`src/rtl/flag_write_arbiter.sv`:
```
// flag_write_arbiter
//   Round-robin write-side arbiter for a single-bit flag storage element
//   shared by NUM_REQ requesters. One owner at a time; an owner may keep
//   ownership with Lock for at most MAX_HOLD consecutive cycles.
//
// Ports
//   Clk          clock, rising edge
//   Reset        asynchronous active-low reset
//   Req[N]       per-requester write request (level)
//   Lock[N]      per-requester request to keep ownership past this cycle
//   BitVal[N]    per-requester write data
//   Grant[N]     one-hot owner, registered (0 when idle)
//   GrantIdx     owner index, 0 when idle
//   WriteEn      write strobe to the flag storage
//   BitValIn     write data to the flag storage (0 when not writing)
//   Busy         high while a requester owns the storage
//   HoldExpired  high in the cycle a lock is cut off by MAX_HOLD
module flag_write_arbiter #(
  parameter  int NUM_REQ  = 4,
  parameter  int MAX_HOLD = 8,
  localparam int IW       = (NUM_REQ > 1) ? $clog2(NUM_REQ) : 1
) (
  input  logic               Clk,
  input  logic               Reset,
  input  logic [NUM_REQ-1:0] Req,
  input  logic [NUM_REQ-1:0] Lock,
  input  logic [NUM_REQ-1:0] BitVal,
  output logic [NUM_REQ-1:0] Grant,
  output logic [IW-1:0]      GrantIdx,
  output logic               WriteEn,
  output logic               BitValIn,
  output logic               Busy,
  output logic               HoldExpired
);

  localparam int CW = $clog2(MAX_HOLD + 1);

  typedef enum logic {S_IDLE, S_OWNED} state_t;

  state_t             r_state;
  logic [NUM_REQ-1:0] r_grant;
  logic [IW-1:0]      r_gidx;
  logic [IW-1:0]      r_ptr;
  logic [CW-1:0]      r_cnt;

  logic          w_owned;
  logic          w_own_req;
  logic          w_own_lock;
  logic          w_at_max;
  logic          w_keep;
  logic [IW-1:0] w_nptr;
  logic [IW-1:0] w_arb_ptr;
  logic          w_win_vld;
  logic [IW-1:0] w_win_idx;

  // (p + k) mod NUM_REQ without a real divider; p < NUM_REQ and k < NUM_REQ.
  function automatic logic [IW-1:0] wrap_add(input logic [IW-1:0] p, input int k);
    int s;
    s = int'(p) + k;
    if (s >= NUM_REQ) s = s - NUM_REQ;
    return IW'(s);
  endfunction

  assign w_owned    = (r_state == S_OWNED);
  assign w_own_req  = w_owned & Req[r_gidx];
  assign w_own_lock = Lock[r_gidx];
  assign w_at_max   = (r_cnt == CW'(MAX_HOLD));
  assign w_keep     = w_own_req & w_own_lock & ~w_at_max;

  assign w_nptr     = (r_gidx == IW'(NUM_REQ - 1)) ? '0 : r_gidx + IW'(1);

  // On release the search already starts from the advanced pointer, so the
  // next owner is picked in the same cycle (no idle bubble) and the old
  // owner only wins again when nobody else is asking.
  assign w_arb_ptr  = w_owned ? w_nptr : r_ptr;

  // Scan from the far end back to the pointer so the closest requester
  // (smallest offset) is the last assignment and wins.
  always_comb begin
    w_win_vld = 1'b0;
    w_win_idx = '0;
    for (int k = NUM_REQ - 1; k >= 0; k--) begin
      if (Req[wrap_add(w_arb_ptr, k)]) begin
        w_win_vld = 1'b1;
        w_win_idx = wrap_add(w_arb_ptr, k);
      end
    end
  end

  always_ff @(posedge Clk or negedge Reset) begin
    if (!Reset) begin
      r_state <= S_IDLE;
      r_grant <= '0;
      r_gidx  <= '0;
      r_ptr   <= '0;
      r_cnt   <= '0;
    end else begin
      case (r_state)
        S_IDLE: begin
          if (w_win_vld) begin
            r_state <= S_OWNED;
            r_grant <= NUM_REQ'(1) << w_win_idx;
            r_gidx  <= w_win_idx;
            r_cnt   <= CW'(1);
          end
        end
        S_OWNED: begin
          if (w_keep) begin
            r_cnt <= r_cnt + CW'(1);
          end else begin
            r_ptr <= w_nptr;
            if (w_win_vld) begin
              r_grant <= NUM_REQ'(1) << w_win_idx;
              r_gidx  <= w_win_idx;
              r_cnt   <= CW'(1);
            end else begin
              r_state <= S_IDLE;
              r_grant <= '0;
              r_gidx  <= '0;
              r_cnt   <= '0;
            end
          end
        end
        default: r_state <= S_IDLE;
      endcase
    end
  end

  assign Grant       = r_grant;
  assign GrantIdx    = r_gidx;
  assign Busy        = w_owned;
  // An owner that dropped Req does not write in that cycle.
  assign WriteEn     = w_own_req;
  assign BitValIn    = w_own_req & BitVal[r_gidx];
  // The cut-off cycle still performs its write.
  assign HoldExpired = w_own_req & w_own_lock & w_at_max;

endmodule

```
`config.mk`:
```
export PLATFORM = sky130hd
export DESIGN_NAME = flag_write_arbiter
export DESIGN_NICKNAME = d
export VERILOG_FILES = /design/src/rtl/flag_write_arbiter.sv
export SDC_FILE = /design/constraint.sdc
export NUM_CORES = 1
export LEC_CHECK = 0
export CORE_UTILIZATION = 41
export CTS_CLUSTER_SIZE = 30
export DETAILED_ROUTE_END_ITERATION = 8
export PLACE_DENSITY = 0.78
export SLEW_MARGIN = 30
export SYNTH_ARGS = -nofsm -noshare
export SYNTH_HDL_FRONTEND = slang
export SYNTH_SLANG_ARGS = --single-unit
```
`constraint.sdc`:
```
create_clock -name Clk -period 2.3 [get_ports Clk]
set_clock_uncertainty 0.15 [all_clocks]
set_input_delay 0.46 -clock Clk [delete_from_list [all_inputs] [get_ports Clk]]
set_output_delay 0.46 -clock Clk [all_outputs]
set_load 0.1 [all_outputs]
```
==> flow_summary.yaml <==
outcome:
  status: "finished, violations left"
  violations: "negative setup slack"
finish:
  drive_gt1_share_pct: 43.8
  layout_commonest_cell: "buf_4"
  area_growth_pct: 61.8
  diodes: 0
  nNetsFinal: 139
  nFillCells: 134
  final_cell_mix: "25 x buf_4, 12 x clkdlybuf4s50_1, 10 x dfrtp_1, 6 x nor2_1, 4 x inv_1"
  finish.instance_area_sq_um: 1350
yosys:
  yosys_warnings: 0
  synthFlopType: "dfrtp_1"
  yosys_register_bits: 13
  syn_area_per_cell_sq_um: 10.7
  ys_seq_area_share_pct: 39.1
  synth_edf_count: 0
  synth_nets: 95
  async_flop_share_pct: 100
  syn-instance-count: 78
  synth_area_sq_um: 832
  synth_cell_types: 39
global_routing:
  grt_pass1_wl_um: 3230
  antenna_found_initial: 0
  grt_start_max_net_pins: 14
  grt_overflow: 0
  track_usage_pct: 21.3
  grt_pass1_vias: 732
die:
  rows: 15
  die_area_sq_um: 2210
  dieHeight_um: 47.1
  core_area_sq_um: 1820
  initial_core_util_pct: 45.7
  ioPinCount: 24
  die_w_um: 47.1
power_and_ir_drop:
  power_density_nw_per_um2: 1600
  irDropWorstVdd_uv: 1080
  leakagePower_nw: 0.603
  p_total_w: 0.00215
route:
  totalWireLength_um: 2210
  via_per_inst: 5.47
  vias: 799
  first_pass_iters: 4
  wl_per_cell_um: 15.2
  detail-route-antenna-nets: 0
  drc: 0
  drtIter0Drc: 22
timing:
  rsz0062_at_grt: "true"
  slew_violations: 0
  fin_crit_sh_pct: 103
  tightest_slew_ns: 0.591
  timing.final.hold_violations: 0
  fmax_ghz: 0.424
  setup_ws_ns: -0.0577
  period_needed_ns: 2.36
  setup_viol: 4
  max_slew_margin_pct: 60.5
clocking:
  clockRootBuffer: "clkbuf_4"
  clock_sinks: 13
  clk_path_buf_depth: 2
  clk-insertion-delay-late_ns: 0.29
  numCtsBuffers: 3
  cts_tree: "done"
  clk_pin_slew_ns: 0.08
  h-tree-depth: 1
setup_path:
  crit_arrival_ns: 2.43
  slowest_delay_ns: 0.52
  crit_slowest_cell: "or4_4"
  path_buf_inv: 2
  endpoint_kind: "register"
  critPathMaxFanout: 5
  path_cells: "buf_6 -> buf_4 -> nor3b_4 -> nor4b_1 -> or4_4 -> or3_4 -> o2bb2ai_2"
  crit_type: "reg2reg"
  crit_family: "simple AND/OR/NAND/NOR gates"
  cp-start-kind: "register"
  required_ns: 2.37
placement:
  gp_congestion: 0.876
  hpwlAfterDp_um: 1540
  portBuffers: 23
  dpl-instance-area_sq_um: 1220
job:
  cap_violations: 0
min_path:
  worstHoldPathType: "reg2reg"
-- what timing repair did --
| action | 4_1_cts | 5_1_grt |
|---|---|---|
| hold buffers | 0 | 0 |
| pin swaps | 3 | 3 |
| gates resized for setup | 2 | 7 |
| setup buffers | 3 | 3 |
| setup endpoints to repair | 6 | 9 |
-- flip-flops by register name, summed over array words and instances, names as in the netlist --
register and count:
Busy 1, Grant 4, GrantIdx 2, r_cnt 4, r_ptr 2
-- final timing paths --
path	start	end	slack [ns]	cells after the start
worst min-delay path	r_ptr[0]	r_ptr[0]	0.37	1
worst max register to register	GrantIdx[0]	Grant[1]	-0.06	7
worst min register to register	r_ptr[0]	r_ptr[0]	0.37	1
min in group asynchronous	Reset	r_cnt[2]	0.39	1
worst max-delay path	GrantIdx[0]	Grant[1]	-0.06	7
max in group asynchronous	Reset	GrantIdx[0]	1.17	1
-- layer usage --
| metal | wire [um] | track usage, % | vias to the layer above |
|---|---|---|---|
| met5 | 0 | 0 | - |
| li1 | - | - | 379 |
| met1 | 918 | 27.4 | 385 |
| met3 | 134 | 5.77 | 4 |
| met2 | 1130 | 35.8 | 31 |
| met4 | 34 | 5.14 | 0 |
-- through the flow --
stage / utilization (%) / cells / hold slack, ns / worst slack (ns) / TNS, ns
after CTS: 70.1 / 143 / 0.355 / -0.0687 / -0.275
after global placement: 67.0 / 136 / 0.334 / -0.0467 / -0.163
after floorplan: - / 78 / 0.0144 / -0.621 / -3.99
final: 74.0 / 146 / 0.367 / -0.0577 / -0.187
after detailed placement: 67.0 / 136 / 0.329 / -0.0908 / -0.540
after global routing: 74.0 / 146 / 0.380 / -0.141 / -0.563
-- synth_stat cells (all sizes together), types with 3 or more instances --
| master | instances | area (sq um) |
|---|---|---|
| dfrtp | 13 | 325 |
| nor2 | 7 | 26.3 |
| inv | 4 | 15.0 |
| mux2i | 4 | 52.6 |
| a22o | 3 | 26.3 |
| ha | 3 | 37.5 |
| nand2 | 3 | 11.3 |
| nand3 | 3 | 15.0 |
-- area by class of cell --
| class | count | area (sq um) | share of cell area [%] |
|---|---|---|---|
| Clock buffer | 4 | 26.3 | 1.95 |
| Tap cell | 25 | 31.3 | 2.32 |
| Sequential cell | 13 | 337 | 25.0 |
| Inverter | 4 | 15.0 | 1.12 |
| Multi-Input combinational cell | 58 | 546 | 40.5 |
| Timing Repair Buffer | 42 | 392 | 29.1 |
-- logic make-up after synthesis --
group,after synthesis,synth area share (%)
simple gates,30,21.8
mux,8,14.4
compound gates,17,15.9
fa+ha+maj,3,4.51
flops,13,39.1
buf+inv,7,4.21
-- where the power goes --
group          internal [W]  total (W)  switching (W)
Clock             0.0000675   0.000142      0.0000749
Sequential         0.000327   0.000400      0.0000738
Combinational      0.000693    0.00161       0.000914
Power figures use the tool's default switching activity.
